===== src/rtl/dispatcher.sv =====
// Routes an indexed input stream into COUNT independent circular FIFOs, each
// draining through its own valid/ready port. Out-of-range indices are swallowed.
//
// state   | meaning
// EMPTY   | occupancy == 0, out_valid low
// PARTIAL | 0 < occupancy < DEPTH
// FULL    | occupancy == DEPTH, pushes refused
module dispatcher #(
  parameter int WIDTH = 8,
  parameter int COUNT = 4,
  parameter int DEPTH = 4,
  localparam int IW = (COUNT > 1) ? $clog2(COUNT) : 1,
  localparam int CW = $clog2(DEPTH + 1),
  localparam int PW = $clog2(DEPTH)
) (
  input  logic             clock,
  input  logic             reset,
  input  logic             in_valid,
  input  logic [IW-1:0]    in_index,
  input  logic [WIDTH-1:0] in_value,
  output logic             in_ready,
  output logic [COUNT-1:0] out_valid,
  input  logic [COUNT-1:0] out_ready,
  output logic [WIDTH-1:0] out_values [COUNT],
  output logic [CW-1:0]    occupancy [COUNT],
  output logic             dropped
);

  typedef enum logic [1:0] {EMPTY, PARTIAL, FULL} fifo_state_t;

  fifo_state_t      state_q [COUNT];
  fifo_state_t      state_d [COUNT];
  logic [CW-1:0]    cnt_q   [COUNT];
  logic [CW-1:0]    cnt_d   [COUNT];
  logic [PW-1:0]    rd_ptr  [COUNT];
  logic [PW-1:0]    wr_ptr  [COUNT];
  logic [WIDTH-1:0] mem     [COUNT][DEPTH];

  logic             in_range;
  logic             sel_full;
  logic             accept;
  logic [COUNT-1:0] push;
  logic [COUNT-1:0] pop;

  // When COUNT fills the index space every index is legal.
  if (COUNT == (1 << IW)) begin : g_full_range
    assign in_range = 1'b1;
  end else begin : g_part_range
    assign in_range = (in_index < IW'(COUNT));
  end

  always_comb begin
    sel_full = 1'b0;
    for (int i = 0; i < COUNT; i++)
      if (in_index == IW'(i)) sel_full = (state_q[i] == FULL);
  end

  assign in_ready = !reset && (!in_range || !sel_full);
  assign accept   = in_valid && in_ready;

  always_comb begin
    push = '0;
    pop  = '0;
    for (int i = 0; i < COUNT; i++) begin
      push[i]      = accept && in_range && (in_index == IW'(i));
      pop[i]       = !reset && out_valid[i] && out_ready[i];
      out_valid[i] = (state_q[i] != EMPTY);
      out_values[i] = out_valid[i] ? mem[i][rd_ptr[i]] : '0;
      occupancy[i]  = cnt_q[i];
    end
  end

  always_comb begin
    for (int i = 0; i < COUNT; i++) begin
      state_d[i] = state_q[i];
      cnt_d[i]   = cnt_q[i];
      case ({push[i], pop[i]})
        2'b10: begin
          cnt_d[i]   = cnt_q[i] + CW'(1);
          state_d[i] = (cnt_q[i] == CW'(DEPTH - 1)) ? FULL : PARTIAL;
        end
        2'b01: begin
          cnt_d[i]   = cnt_q[i] - CW'(1);
          state_d[i] = (cnt_q[i] == CW'(1)) ? EMPTY : PARTIAL;
        end
        default: ;
      endcase
    end
  end

  always_ff @(posedge clock) begin
    if (reset) begin
      dropped <= 1'b0;
      for (int i = 0; i < COUNT; i++) begin
        state_q[i] <= EMPTY;
        cnt_q[i]   <= '0;
        rd_ptr[i]  <= '0;
        wr_ptr[i]  <= '0;
      end
    end else begin
      dropped <= accept && !in_range;
      for (int i = 0; i < COUNT; i++) begin
        state_q[i] <= state_d[i];
        cnt_q[i]   <= cnt_d[i];
        if (push[i]) wr_ptr[i] <= wr_ptr[i] + PW'(1);
        if (pop[i])  rd_ptr[i] <= rd_ptr[i] + PW'(1);
      end
    end
  end

  // Storage needs no reset; push is already blocked while reset is high.
  always_ff @(posedge clock) begin
    for (int i = 0; i < COUNT; i++)
      if (push[i]) mem[i][wr_ptr[i]] <= in_value;
  end

endmodule


===== config.mk =====
export PLATFORM = sky130hd
export DESIGN_NAME = dispatcher
export DESIGN_NICKNAME = d
export VERILOG_FILES = /design/src/rtl/dispatcher.sv
export SDC_FILE = /design/constraint.sdc
export NUM_CORES = 1
export LEC_CHECK = 0
export BUFFER_PORTS_ARGS = -buffer_cell sky130_fd_sc_hd__buf_4
export CORE_ASPECT_RATIO = 0.9
export CORE_MARGIN = 3
export CORE_UTILIZATION = 30
export CTS_BUF_LIST = sky130_fd_sc_hd__clkbuf_8
export DETAILED_ROUTE_END_ITERATION = 12
export GPL_ROUTABILITY_DRIVEN = 0
export HOLD_SLACK_MARGIN = 0.02
export PLACE_DENSITY = 0.56
export SLEW_MARGIN = 25
export SYNTH_ARGS = -nofsm -noshare
export SYNTH_HDL_FRONTEND = slang
export SYNTH_SLANG_ARGS = --single-unit

===== constraint.sdc =====
create_clock -name clock -period 1.9 [get_ports clock]
set_input_delay 0.38 -clock clock [delete_from_list [all_inputs] [get_ports clock]]
set_output_delay 0.38 -clock clock [all_outputs]
set_load 0.03 [all_outputs]

== Word-level counts from Yosys, hierarchy flattened ==
Memory sizes are Yosys's and may differ from the RTL's.
Cells that the tools add are included.
Operators by class
  add/subtract/negate cells: 16
  magnitude comparators: 12
  eq/ne operators: 23
  multiplexer cells: 100
  bitwise operators: 24
  reduce and logical (&&, ||, !) cells: 28
Operator list (count)
  32-bit 2-to-1 mux: 10
  8-bit 2-to-1 mux: 16
  32-bit OR reduction: 3
  8-bit binary-select mux with 2-bit select: 4
  8-bit demux with 2-bit select: 4
  2-bit 2-to-1 mux: 19
  1-bit 2-to-1 mux: 35
  3-bit >= comparator (second input constant): 8
  2-bit inverter with 3-bit output: 8
  3-bit case mux with 2 select lines: 4
  2-bit == test (second input constant): 10
  1-bit logical AND: 18
  2-bit by 1-bit adder with 2-bit output (second input constant): 8
  1-bit bitwise OR: 16
  2-bit case mux with 2 select lines: 4
  3-bit by 1-bit adder with 3-bit output (second input constant): 4
  3-bit by 1-bit == test with 1-bit output (second input constant): 4
  3-bit by 2-bit == test with 1-bit output (second input constant): 4
  3-bit by 1-bit < comparator with 1-bit output (second input constant): 4
  3-bit 2-to-1 mux: 4
  3-bit by 1-bit subtractor with 3-bit output (second input constant): 4
  2-bit by 1-bit == test with 1-bit output (second input constant): 5
  2-bit nonzero test: 4
  1-bit logical NOT: 2
  2-bit logical NOT: 1
Word-level totals
  register bits after elaboration: 0
  bits in writable memories: 164
  input port bits: 17
  output and inout port bits: 50
  word-level logic and storage cells: 208
  memories: 5
Memory list
  mem: words 4, width 32, read ports 4, clocked after Yosys merged registers in 0, write ports 1, line 37  | logic [WIDTH-1:0] mem [COUNT][DEPTH];
  cnt_q: words 4, width 3, read ports 4, clocked after Yosys merged registers in 0, write ports 4, line 33  | logic [CW-1:0] cnt_q [COUNT];
  rd_ptr: words 4, width 2, read ports 4, clocked after Yosys merged registers in 0, write ports 4, line 35  | logic [PW-1:0] rd_ptr [COUNT];
  state_q: words 4, width 2, read ports 4, clocked after Yosys merged registers in 0, write ports 4, line 31  | fifo_state_t state_q [COUNT];
  wr_ptr: words 4, width 2, read ports 4, clocked after Yosys merged registers in 0, write ports 4, line 36  | logic [PW-1:0] wr_ptr [COUNT];

== Depth between registers and ports, before layout ==
Gate-level depths: netlist of run 1.
An unclocked memory read counts as a cell.
  depth after elaboration: 16
  mapped depth: 8
  gate-level depth less buffers: 7

== Least setup slack after synthesis of run 1 ==
Ideal clock, no wire load.
  path kind: input port to flip-flop
  from: input reset
  to: memory cnt_q[2][2] in the netlist's numbering
  setup time: 0.132 ns
  data arrival time: 1.799 ns
  required time: 1.768 ns
  path slack: -0.031 ns
  stages on the path: 8
  buffers on the path: 1
  cell sequence: nand2b_4 nor4b_4 inv_1 ha_1 clkbuf_1 nor2_1 a31oi_1 a21oi_1
RTL lines
  start, declared: line 17  | input logic reset,
  end, declared: line 33

==> results by group, run 1 <==
Outcome
  – Result of the run: finished with violations
  – Failing checks: setup timing

Hold path
  – Min-delay worst type: input port to flop
  – Hold path depth: 1
  – Worst Hold Endpoint: mem[0][3]
  – Critical hold path startpoint: in_value[3]

Worst setup path
  – Slowest cell on the critical path: sky130_fd_sc_hd__mux4_2
  – CP Buf/Inv Count: 2
  – Critical path fanouts, max: 8
  – CP top delay family: multiplexers
  – Nature of the critical path startpoint: flop
  – Peak per-stage delay on the critical path: 520 ps
  – Worst reg2reg setup slack: 100 ps
  – Arrival time at the worst endpoint: 1820 ps
  – Reg2reg start: state_q[0][1]
  – Crit path cell chain: buf_12 -> mux4_2 -> nor2b_4 -> buf_6
  – Number of cells on the worst reg-to-reg path: 7
  – Critical Path Sink Type: output pin
  – Startpoint of the most critical setup path: rd_ptr[2][0]
  – Endpoint of the lowest-slack register-to-register path: state_q[0][0]
  – Worst Path Class, Setup: flop to output pin
  – Critical Path RT: 1520 ps

Clock network
  – Insertion delay to the later sink of the worst-skew pair: 440 ps
  – Number of H-tree levels: 4
  – Clock Sinks: 164
  – Hold-fix buffer count after cts: 0
  – Worst-case clock buffer depth: 2
  – Clock root cell: sky130_fd_sc_hd__clkbuf_8
  – TritonCTS clock tree: done
  – Worst-path clk slew: 90 ps
  – Number of buffers added by the clock tree synthesis step: 17

GRT
  – Overall track demand over capacity in global routing: 11.4%
  – Global-route wire length before repair: 22800 um
  – Vias in the first global route: 4326
  – Maximum number of pins on one net before global-route repair: 30
  – Number of antenna violations at the first check in global routing: 0
  – Overflow left after global routing: 0
  – Busiest metal layer after global routing: met2
  – Met2 global-route usage: 19.0%
  – Met3 track demand over resource: 2.85%
  – Grt met1 use: 14.6%

Power and ir drop
  – Peak ir drop on the vdd network: 437 uV
  – Net switching power of the design: 0.00172 W
  – Proportion of total power due to net switching: 24.4%
  – Power density of the placed cells: 746 nW/um^2
  – Internal power consumption: 0.00533 W
  – P_leak: 3.42 nW
  – Share of total power in combinational logic: 8.9%
  – Power share of the sequential group: 56.9%
  – Clock network power share: 34.2%

Timing
  – Final worst slack: -296 ps
  – Number of max-slew violations in the final report: 0
  – Final critical-path share of the clock period: 116%
  – Final-report setup violation count: 33
  – Fin crit period: 2200 ps
  – Setup_tns: -8280 ps
  – Maximum clock frequency: 455 MHz
  – Final setup skew: 12.7 ps
  – Total count of hold-check failures in the final report: 0
  – RSZ-0062 raised after global routing: yes

Detailed routing
  – Residual DRC count: 0
  – Pre-Repair DR Iteration Count: 5
  – Total wirelength of the detailed-routed design: 14700 um
  – Overall via count from detail_route: 4092
  – Count of antenna-violating nets left after detailed routing: 0
  – Post-detailed-route via-to-cell ratio: 4.54
  – WL per Instance: 16.3 um
  – Number of DRC markers after the initial detailed-route iteration: 207

Floorplanning
  – Core region area: 23600 sq um
  – Number of top-level design ports: 67
  – Starting utilization of the core area: 30.9%
  – Die H: 154 um
  – Standard-cell rows: 53
  – Overall die width: 170 um
  – Floorplan die area: 26200 sq um

Final layout
  – # fillers: 2153
  – Combined area of the multi-input logic cells: 2610 sq um
  – Number of nets in the layout: 644
  – Utilization of the core after routing: 40.0%
  – Share of cells above drive strength 1: 37.9%
  – Final cell count without fillers: 901
  – Register Area: 4730 sq um
  – Synth-to-layout area growth: 29.5%
  – Diode count: 0

Placed design
  – Cells after DPL: 860
  – Estimated wirelength of the detail-placed design: 9830 um
  – Port bufs: 65

Logic synthesis
  – Synth Area per Inst: 15.5 sq um
  – Post-synth EDFFs: 144
  – Netlist area before placement: 7290 sq um
  – Fraction of the yosys area taken by sequential cells: 64.8%
  – Post-synthesis cell type count: 37
  – Net Count, Synth: 528
  – Instance count of the mapped netlist: 471
  – Synth Register Bits: 164
  – Predominant post-synthesis flop cell: sky130_fd_sc_hd__edfxtp_1
  – YS warnings: 0
  – Fraction of synthesis flops using an asynchronous set or reset pin: 0%

Run
  – Count of maximum capacitance violations: 0
==> sequential cells by signal, indices dropped and copies added (netlist names) <==
signal   count
wr_ptr       8
cnt_q       12
state_q      8
mem        128
rd_ptr       8
==> what timing repair did <==
item,in CTS,in global routing
endpoints found under the setup margin,33,48
buffers inserted,6,3
pin swaps,3,1
resized for setup,48,56
gates cloned,0,1
==> per-layer routing <==
| metal | wire length [um] | part of all wire [%] |
|---|---|---|
| met1 | 6750 | 46 |
| met5 | 0 | 0 |
| met3 | 633 | 4.3 |
| met4 | 51 | 0.35 |
| met2 | 7290 | 50 |
==> worst register-to-register path, delay by kind of cell (launching register included) <==
family	cells	cell delay, ps
fa+ha+maj	1	250
buf+inv	2	250
flops	1	350
simple gates	1	110
compound gates	3	760
==> synth_stat cells, types with 3 or more instances <==
cell                       count  area (sq um)
sky130_fd_sc_hd__o21ai_0      12          60.1
sky130_fd_sc_hd__nand2b_1      6          37.5
sky130_fd_sc_hd__mux4_2       32           721
sky130_fd_sc_hd__nor2_1       25          93.8
sky130_fd_sc_hd__buf_4         5          37.5
sky130_fd_sc_hd__a31oi_1       4          25.0
sky130_fd_sc_hd__a311o_1       4          40.0
sky130_fd_sc_hd__and2_1       23           144
sky130_fd_sc_hd__nor2b_1      42           263
sky130_fd_sc_hd__xor2_1        4          35.0
sky130_fd_sc_hd__edfxtp_1    144          4320
sky130_fd_sc_hd__a21oi_1      16          80.1
sky130_fd_sc_hd__nand2_1       9          33.8
sky130_fd_sc_hd__nor3_1       13          65.1
sky130_fd_sc_hd__clkbuf_1      8          30.0
sky130_fd_sc_hd__dfxtp_1      20           400
sky130_fd_sc_hd__xnor2_1       4          35.0
sky130_fd_sc_hd__inv_1        33           124
sky130_fd_sc_hd__ha_1         40           500
sky130_fd_sc_hd__or2_2         3          18.8
sky130_fd_sc_hd__buf_2         3          15.0
sky130_fd_sc_hd__a211oi_1      4          30.0
sky130_fd_sc_hd__nor3b_1       3          22.5
==> power by group through the flow <==
| stage | combinational [W] | sequential (W) | clock, W |
|---|---|---|---|
| global placement | 0.000534 | 0.00409 | 0 |
| finish | 0.000629 | 0.00401 | 0.00241 |
| floorplan | 0.000310 | 0.00408 | 0 |
| global route | 0.000683 | 0.00402 | 0.00265 |
| detailed placement | 0.000547 | 0.00409 | 0 |
| CTS | 0.000593 | 0.00401 | 0.00249 |
==> layout by cell type, fill, tap and decap left out, types with 4 or more instances in the layout <==
cell type | Yosys | routed
sky130_fd_sc_hd__buf_6 | 0 | 34
sky130_fd_sc_hd__a311o_1 | 4 | 4
sky130_fd_sc_hd__o21ai_0 | 12 | 10
sky130_fd_sc_hd__buf_12 | 0 | 18
sky130_fd_sc_hd__dfxtp_1 | 20 | 18
sky130_fd_sc_hd__xor2_1 | 4 | 4
sky130_fd_sc_hd__nand2_1 | 9 | 9
sky130_fd_sc_hd__nand2b_1 | 6 | 6
sky130_fd_sc_hd__clkbuf_8 | 0 | 17
sky130_fd_sc_hd__a31oi_1 | 4 | 4
sky130_fd_sc_hd__nor3_1 | 13 | 12
sky130_fd_sc_hd__edfxtp_1 | 144 | 144
sky130_fd_sc_hd__ha_1 | 40 | 37
sky130_fd_sc_hd__xnor2_1 | 4 | 4
sky130_fd_sc_hd__nor2b_4 | 0 | 27
sky130_fd_sc_hd__and2_1 | 23 | 23
sky130_fd_sc_hd__inv_6 | 0 | 5
sky130_fd_sc_hd__a211oi_1 | 4 | 4
sky130_fd_sc_hd__buf_4 | 5 | 61
sky130_fd_sc_hd__mux4_2 | 32 | 32
sky130_fd_sc_hd__nor2_1 | 25 | 21
sky130_fd_sc_hd__a21oi_1 | 16 | 15
sky130_fd_sc_hd__nor2b_1 | 42 | 14
sky130_fd_sc_hd__inv_1 | 33 | 32
==> per-stage QoR <==
stage | power (W) | area [sq um] | hold WS (ps) | setup WS (ps)
floorplan | 0.00439 | 7300 | 454 | 26.9
global placement | 0.00462 | 8560 | 474 | 10.3
detailed placement | 0.00464 | 8560 | 475 | -55.8
CTS | 0.00709 | 9180 | 233 | -383
global route | 0.00735 | 9440 | 234 | -398
finish | 0.00705 | 9440 | 261 | -296
==> cells by family after synthesis <==
family | count (synthesis) | synth area share [%]
AO/OA/AOI/OAI | 44 | 3.93
XOR/XNOR | 8 | 0.961
adder cells (fa/ha/maj) | 40 | 6.86
buffers and inverters | 50 | 2.90
flip-flops | 164 | 64.8
multiplexers | 32 | 9.88
other | 1 | 0.0514
AND/OR/NAND/NOR | 132 | 10.6
==> cell type report <==
type | count | area share (%)
clock buffer | 17 | 2.48
clock inverter | 14 | 1.50
inverter | 33 | 1.34
multi-input combinational | 257 | 27.6
sequential | 164 | 50.1
tap | 302 | 4.00
timing repair buffer | 114 | 13.0
==> worst max path at each step <==
stage,endpoint,slack [ps],depth (start not counted)
final,out_values[13],-300,4
after global routing,out_values[13],-400,4
after CTS,out_values[8],-380,4
after detailed placement,cnt_q[1][2],-60,8
after global placement,state_q[2][0],10,7
after floorplan,cnt_q[3][2],30,8
(Power assumes the default switching activity.)
==> run 2: changes to the inputs <==
--- a/config.mk
+++ b/config.mk
@@ -9,11 +9,12 @@
 export CORE_ASPECT_RATIO = 0.9
 export CORE_MARGIN = 3
 export CORE_UTILIZATION = 30
-export CTS_BUF_LIST = sky130_fd_sc_hd__clkbuf_8
+export CTS_BUF_LIST = sky130_fd_sc_hd__clkbuf_4 sky130_fd_sc_hd__clkbuf_8
 export DETAILED_ROUTE_END_ITERATION = 12
 export GPL_ROUTABILITY_DRIVEN = 0
 export HOLD_SLACK_MARGIN = 0.02
 export PLACE_DENSITY = 0.56
+export SKIP_LAST_GASP = 1
 export SLEW_MARGIN = 25
 export SYNTH_ARGS = -nofsm -noshare
 export SYNTH_HDL_FRONTEND = slang
==> results by group, run 2 (synthesized netlist as in run 1, its figures left out) <==
GRT
  – Overflow left after global routing: 0
  – Global-route wire length before repair: 22700 um
  – Vias in the first global route: 4322
  – Maximum number of pins on one net before global-route repair: 30
  – Number of antenna violations at the first check in global routing: 0
  – Overall track demand over capacity in global routing: 11.3%

Detailed routing
  – Pre-Repair DR Iteration Count: 4
  – Count of antenna-violating nets left after detailed routing: 0
  – Post-detailed-route via-to-cell ratio: 4.56
  – Number of DRC markers after the initial detailed-route iteration: 245
  – Overall via count from detail_route: 4104
  – Residual DRC count: 0
  – Total wirelength of the detailed-routed design: 14700 um
  – WL per Instance: 16.4 um

Timing
  – Worst rel slew slack: 66.5%
  – Measured slew at the worst slew-check pin: 502 ps
  – Final setup skew: 12.5 ps
  – Final worst slack: -300 ps
  – Number of max-slew violations in the final report: 0
  – Total count of hold-check failures in the final report: 0
  – Fin crit period: 2200 ps
  – Final critical-path share of the clock period: 116%
  – Setup_tns: -8420 ps
  – Maximum clock frequency: 455 MHz
  – Final-report setup violation count: 33
  – RSZ-0062 raised after global routing: yes

Placed design
  – Port bufs: 65
  – Worst setup slack before clock tree synthesis: -55.8 ps
  – Estimated wirelength of the detail-placed design: 9830 um
  – Cells after DPL: 860

Worst setup path
  – Critical path endpoint: out_values[31]
  – Worst reg2reg setup slack: 150 ps
  – Endpoint of the lowest-slack register-to-register path: cnt_q[1][2]
  – Number of cells on the worst reg-to-reg path: 7
  – Nature of the critical path startpoint: flop
  – Startpoint of the most critical setup path: rd_ptr[0][0]
  – Critical path fanouts, max: 8
  – Reg2reg start: state_q[1][0]
  – Critical Path Sink Type: output pin
  – Arrival time at the worst endpoint: 1820 ps
  – Worst Path Class, Setup: flop to output pin
  – Critical Path RT: 1520 ps

Hold path
  – Min-delay worst type: input port to flop
  – Hold path depth: 1

Outcome
  – Result of the run: finished with violations
  – Failing checks: setup timing

Final layout
  – Most common cell after layout, fill and taps aside: sky130_fd_sc_hd__edfxtp_1
  – Utilization of the core after routing: 39.8%
  – Final cell count without fillers: 900
  – Flip-flop count of the largest register after layout: 128
  – Synth-to-layout area growth: 28.7%
  – Commonest non-fill, non-tap cells in the layout: sky130_fd_sc_hd__edfxtp_1, sky130_fd_sc_hd__buf_4, sky130_fd_sc_hd__ha_1
  – Share of cells above drive strength 1: 37.5%
  – Number of nets in the layout: 643
  – Diode count: 0

Clock network
  – Worst-path clk slew: 90 ps
  – Hold-fix buffer count after cts: 0
  – TritonCTS clock tree: done
  – Number of H-tree levels: 4
  – Clock Sinks: 164
  – Number of buffers added by the clock tree synthesis step: 17
  – Insertion delay to the later sink of the worst-skew pair: 440 ps
  – Clock root cell: sky130_fd_sc_hd__clkbuf_8
  – Worst-case clock buffer depth: 2

Floorplanning
  – Number of top-level design ports: 67
  – Core region area: 23600 sq um
  – Floorplan die area: 26200 sq um
  – Overall die width: 170 um
  – Die H: 154 um
  – Standard-cell rows: 53
  – Starting utilization of the core area: 30.9%

Power and ir drop
  – P_leak: 3.39 nW
  – Peak ir drop on the vdd network: 439 uV
  – Power density of the placed cells: 750 nW/um^2

Run
  – Count of maximum capacitance violations: 0
==> run 2: cell types whose count changed in the layout (fill, tap and decap cells not counted), sizes merged <==
| cell | before | now |
|---|---|---|
| clkbuf | 18 | 17 |
==> run 2: cell type report <==
class                           instances  area [sq um]
Multi-Input combinational cell        257          2600
Fill cell                            2154         14200
Clock buffer                           17           234
Sequential cell                       164          4730
Timing Repair Buffer                  113          1180
Clock inverter                         14           141
Tap cell                              302           378
Inverter                               33           124
==> run 2: where the power goes <==
group / internal [W] / switching, W / total (W) / leakage [nW]
Sequential: 0.00396 / 0.0000470 / 0.00401 / 1.48
Clock: 0.00107 / 0.00134 / 0.00241 / 0.189
Combinational: 0.000289 / 0.000329 / 0.000618 / 1.72
Total: 0.00532 / 0.00172 / 0.00704 / 3.39
==> run 2: how the worst min path moves through the flow <==
stage / from / endpoint / slack [ps]
floorplan: state_q[1][0] / state_q[1][0] / 450
global placement: state_q[1][0] / state_q[1][0] / 470
detailed placement: state_q[1][0] / state_q[1][0] / 470
CTS: in_value[3] / mem[1][27] / 230
global route: in_value[3] / mem[0][3] / 230
finish: in_value[3] / mem[0][3] / 270
==> run 2: through the flow <==
step | total power, W | hold slack, ps | instance area, sq um
after floorplan | 0.00439 | 454 | 7300
after global placement | 0.00462 | 474 | 8560
after detailed placement | 0.00464 | 475 | 8560
after CTS | 0.00709 | 233 | 9170
after global routing | 0.00734 | 234 | 9390
final | 0.00704 | 268 | 9390
==> run 2: per-layer routing <==
layer / vias up / track usage (%) / part of all wire [%]
met5: - / 0 / 0
met3: 7 / 2.85 / 5.2
met1: 2054 / 14.6 / 45
met2: 80 / 18.9 / 49
met4: 0 / 3.48 / 0.87
li1: 1963 / - / -
==> run 2: what timing repair did <==
| action | in CTS | in global routing |
|---|---|---|
| setup endpoints to repair | 33 | 48 |
| setup buffers | 6 | 2 |
| pin swaps | 3 | 1 |
| resized for setup | 44 | 52 |
| gates cloned | 0 | 1 |
==> run 2: critical path, stage by stage, from the launching register on <==
cell	delay [ps]
sky130_fd_sc_hd__edfxtp_1	420
sky130_fd_sc_hd__buf_12	160
sky130_fd_sc_hd__mux4_2	520
sky130_fd_sc_hd__nor2b_4	150
sky130_fd_sc_hd__buf_6	140
==> run 3: changes to the inputs <==
--- a/config.mk
+++ b/config.mk
@@ -13,7 +13,7 @@
 export DETAILED_ROUTE_END_ITERATION = 12
 export GPL_ROUTABILITY_DRIVEN = 0
 export HOLD_SLACK_MARGIN = 0.02
-export PLACE_DENSITY = 0.56
+export PLACE_DENSITY = 0.44
 export SKIP_LAST_GASP = 1
 export SLEW_MARGIN = 25
 export SYNTH_ARGS = -nofsm -noshare
==> results by group, run 3 (synthesized netlist as in run 1, its figures left out) <==
Outcome
  – Result of the run: finished with violations
  – Failing checks: setup timing

Worst setup path
  – Nature of the critical path startpoint: flop
  – Critical Path Sink Type: output pin
  – Crit path cell chain: buf_12 -> mux4_2 -> nor2b_4 -> buf_6
  – Critical Path RT: 1520 ps
  – CP Buf/Inv Count: 2
  – Critical path fanouts, max: 8
  – CP top delay family: multiplexers
  – Worst reg2reg setup slack: 80 ps
  – Arrival time at the worst endpoint: 1810 ps
  – Worst Path Class, Setup: flop to output pin
  – Startpoint of the most critical setup path: rd_ptr[3][0]
  – Slowest cell on the critical path: sky130_fd_sc_hd__mux4_2
  – Peak per-stage delay on the critical path: 500 ps
  – Number of cells on the worst reg-to-reg path: 7
  – Reg2reg start: state_q[0][0]
  – Endpoint of the lowest-slack register-to-register path: state_q[0][0]

Power and ir drop
  – Peak ir drop on the vdd network: 343 uV
  – Power density of the placed cells: 748 nW/um^2
  – Final total power: 0.00694 W
  – P_leak: 3.32 nW

Detailed routing
  – Overall via count from detail_route: 4116
  – Count of antenna-violating nets left after detailed routing: 0
  – Total wirelength of the detailed-routed design: 15400 um
  – Post-detailed-route via-to-cell ratio: 4.57
  – Number of DRC markers after the initial detailed-route iteration: 271
  – WL per Instance: 17.1 um
  – Pre-Repair DR Iteration Count: 7
  – Residual DRC count: 0

Timing
  – Final worst slack: -288 ps
  – Total count of hold-check failures in the final report: 0
  – Final-report setup violation count: 33
  – Final setup skew: 14.3 ps
  – RSZ-0062 raised after global routing: yes
  – Fin crit period: 2190 ps
  – Number of max-slew violations in the final report: 0
  – Final critical-path share of the clock period: 115%
  – Maximum clock frequency: 457 MHz

GRT
  – Overflow left after global routing: 0
  – Overall track demand over capacity in global routing: 12.2%
  – Met2 global-route usage: 19.7%
  – Number of antenna violations at the first check in global routing: 0
  – Global-route wire length before repair: 23700 um
  – Grt met1 use: 16.2%
  – Met3 track demand over resource: 3.60%
  – Busiest metal layer after global routing: met2
  – Maximum number of pins on one net before global-route repair: 26
  – Vias in the first global route: 4263

Clock network
  – Worst-path clk slew: 90 ps
  – Clock root cell: sky130_fd_sc_hd__clkbuf_8
  – Clock Sinks: 164
  – Number of buffers added by the clock tree synthesis step: 17
  – TritonCTS clock tree: done
  – Worst-case clock buffer depth: 2
  – Number of H-tree levels: 4
  – Insertion delay to the later sink of the worst-skew pair: 440 ps

Final layout
  – Commonest non-fill, non-tap cells in the layout: sky130_fd_sc_hd__edfxtp_1, sky130_fd_sc_hd__buf_4, sky130_fd_sc_hd__ha_1
  – Diode count: 0
  – Post-Layout Inst Area: 9280 sq um
  – Most common cell after layout, fill and taps aside: sky130_fd_sc_hd__edfxtp_1
  – Synth-to-layout area growth: 27.2%
  – Share of cells above drive strength 1: 35.4%
  – Number of nets in the layout: 644
  – Flip-flop count of the largest register after layout: 128
  – # fillers: 2203

Placed design
  – Port bufs: 65
  – Estimated wirelength of the detail-placed design: 10100 um
  – Placed cell areas: 8590 sq um

Hold path
  – Min-delay worst type: input port to flop
  – Critical hold path startpoint: in_value[3]
  – Hold path depth: 1
  – Worst Hold Endpoint: mem[1][11]

Floorplanning
  – Number of top-level design ports: 67
  – Floorplan die area: 26200 sq um
  – Die H: 154 um
  – Overall die width: 170 um
  – Starting utilization of the core area: 30.9%
  – Core region area: 23600 sq um
  – Standard-cell rows: 53

Run
  – Count of maximum capacitance violations: 0
[run 3: cell count changes in the layout (fill, tap and decap cells not counted), moves of 2 or more]
cell | before | now
sky130_fd_sc_hd__inv_6 | 5 | 2
sky130_fd_sc_hd__nor2b_1 | 14 | 27
sky130_fd_sc_hd__inv_8 | 3 | 0
sky130_fd_sc_hd__clkinvlp_4 | 2 | 6
sky130_fd_sc_hd__buf_4 | 62 | 76
sky130_fd_sc_hd__nor2b_4 | 27 | 15
sky130_fd_sc_hd__buf_6 | 33 | 19
sky130_fd_sc_hd__ha_1 | 37 | 35
sky130_fd_sc_hd__buf_12 | 16 | 19
sky130_fd_sc_hd__clkinv_2 | 2 | 0
sky130_fd_sc_hd__clkbuf_4 | 0 | 3
[run 3: worst max path at each step]
stage | end | slack (ps) | cells after the start
floorplan | cnt_q[3][2] | 30 | 8
global placement | cnt_q[2][2] | -30 | 8
detailed placement | cnt_q[2][2] | -90 | 8
CTS | out_values[0] | -370 | 4
global route | out_values[10] | -400 | 4
finish | out_values[7] | -290 | 4
[run 3: final cells by class]
cell class | count | area (sq um) | area share (%)
Inverter | 33 | 124 | 1.33
Timing Repair Buffer | 114 | 1160 | 12.6
Tap cell | 302 | 378 | 4.07
Clock inverter | 11 | 105 | 1.13
Multi-Input combinational cell | 257 | 2520 | 27.2
Sequential cell | 164 | 4730 | 51.0
Clock buffer | 20 | 256 | 2.76
[run 3: timing repair]
item,4_1_cts,5_1_grt
setup buffers,10,0
setup endpoints to repair,33,49
pin swaps,3,1
resized for setup,17,47
hold endpoints to repair,0,0
gates cloned,0,1
hold buffers,0,0
[run 3: report_power, final]
group | internal [W] | total [W] | switching, W
Sequential | 0.00396 | 0.00400 | 0.0000403
Combinational | 0.000278 | 0.000607 | 0.000330
Clock | 0.00108 | 0.00233 | 0.00126
[run 3: stage by stage]
step / setup slack, ps / cells / setup TNS [ps] / hold slack, ps / util (%)
global route: -399 / 901 / -11810 / 241 / 39.3
finish: -288 / 901 / -8130 / 270 / 39.3
CTS: -368 / 900 / -10230 / 249 / 38.5
global placement: -26.5 / 859 / -41.8 / 474 / 36.4
detailed placement: -85.7 / 859 / -406 / 478 / 36.4
floorplan: 26.9 / 471 / 0 / 454 / -
[run 3: metal layers]
metal  wire length (um)  share of wire [%]
met1               7110                 46
met2               7520                 49
met3                702                4.5
met4                109               0.71
met5                  0                  0
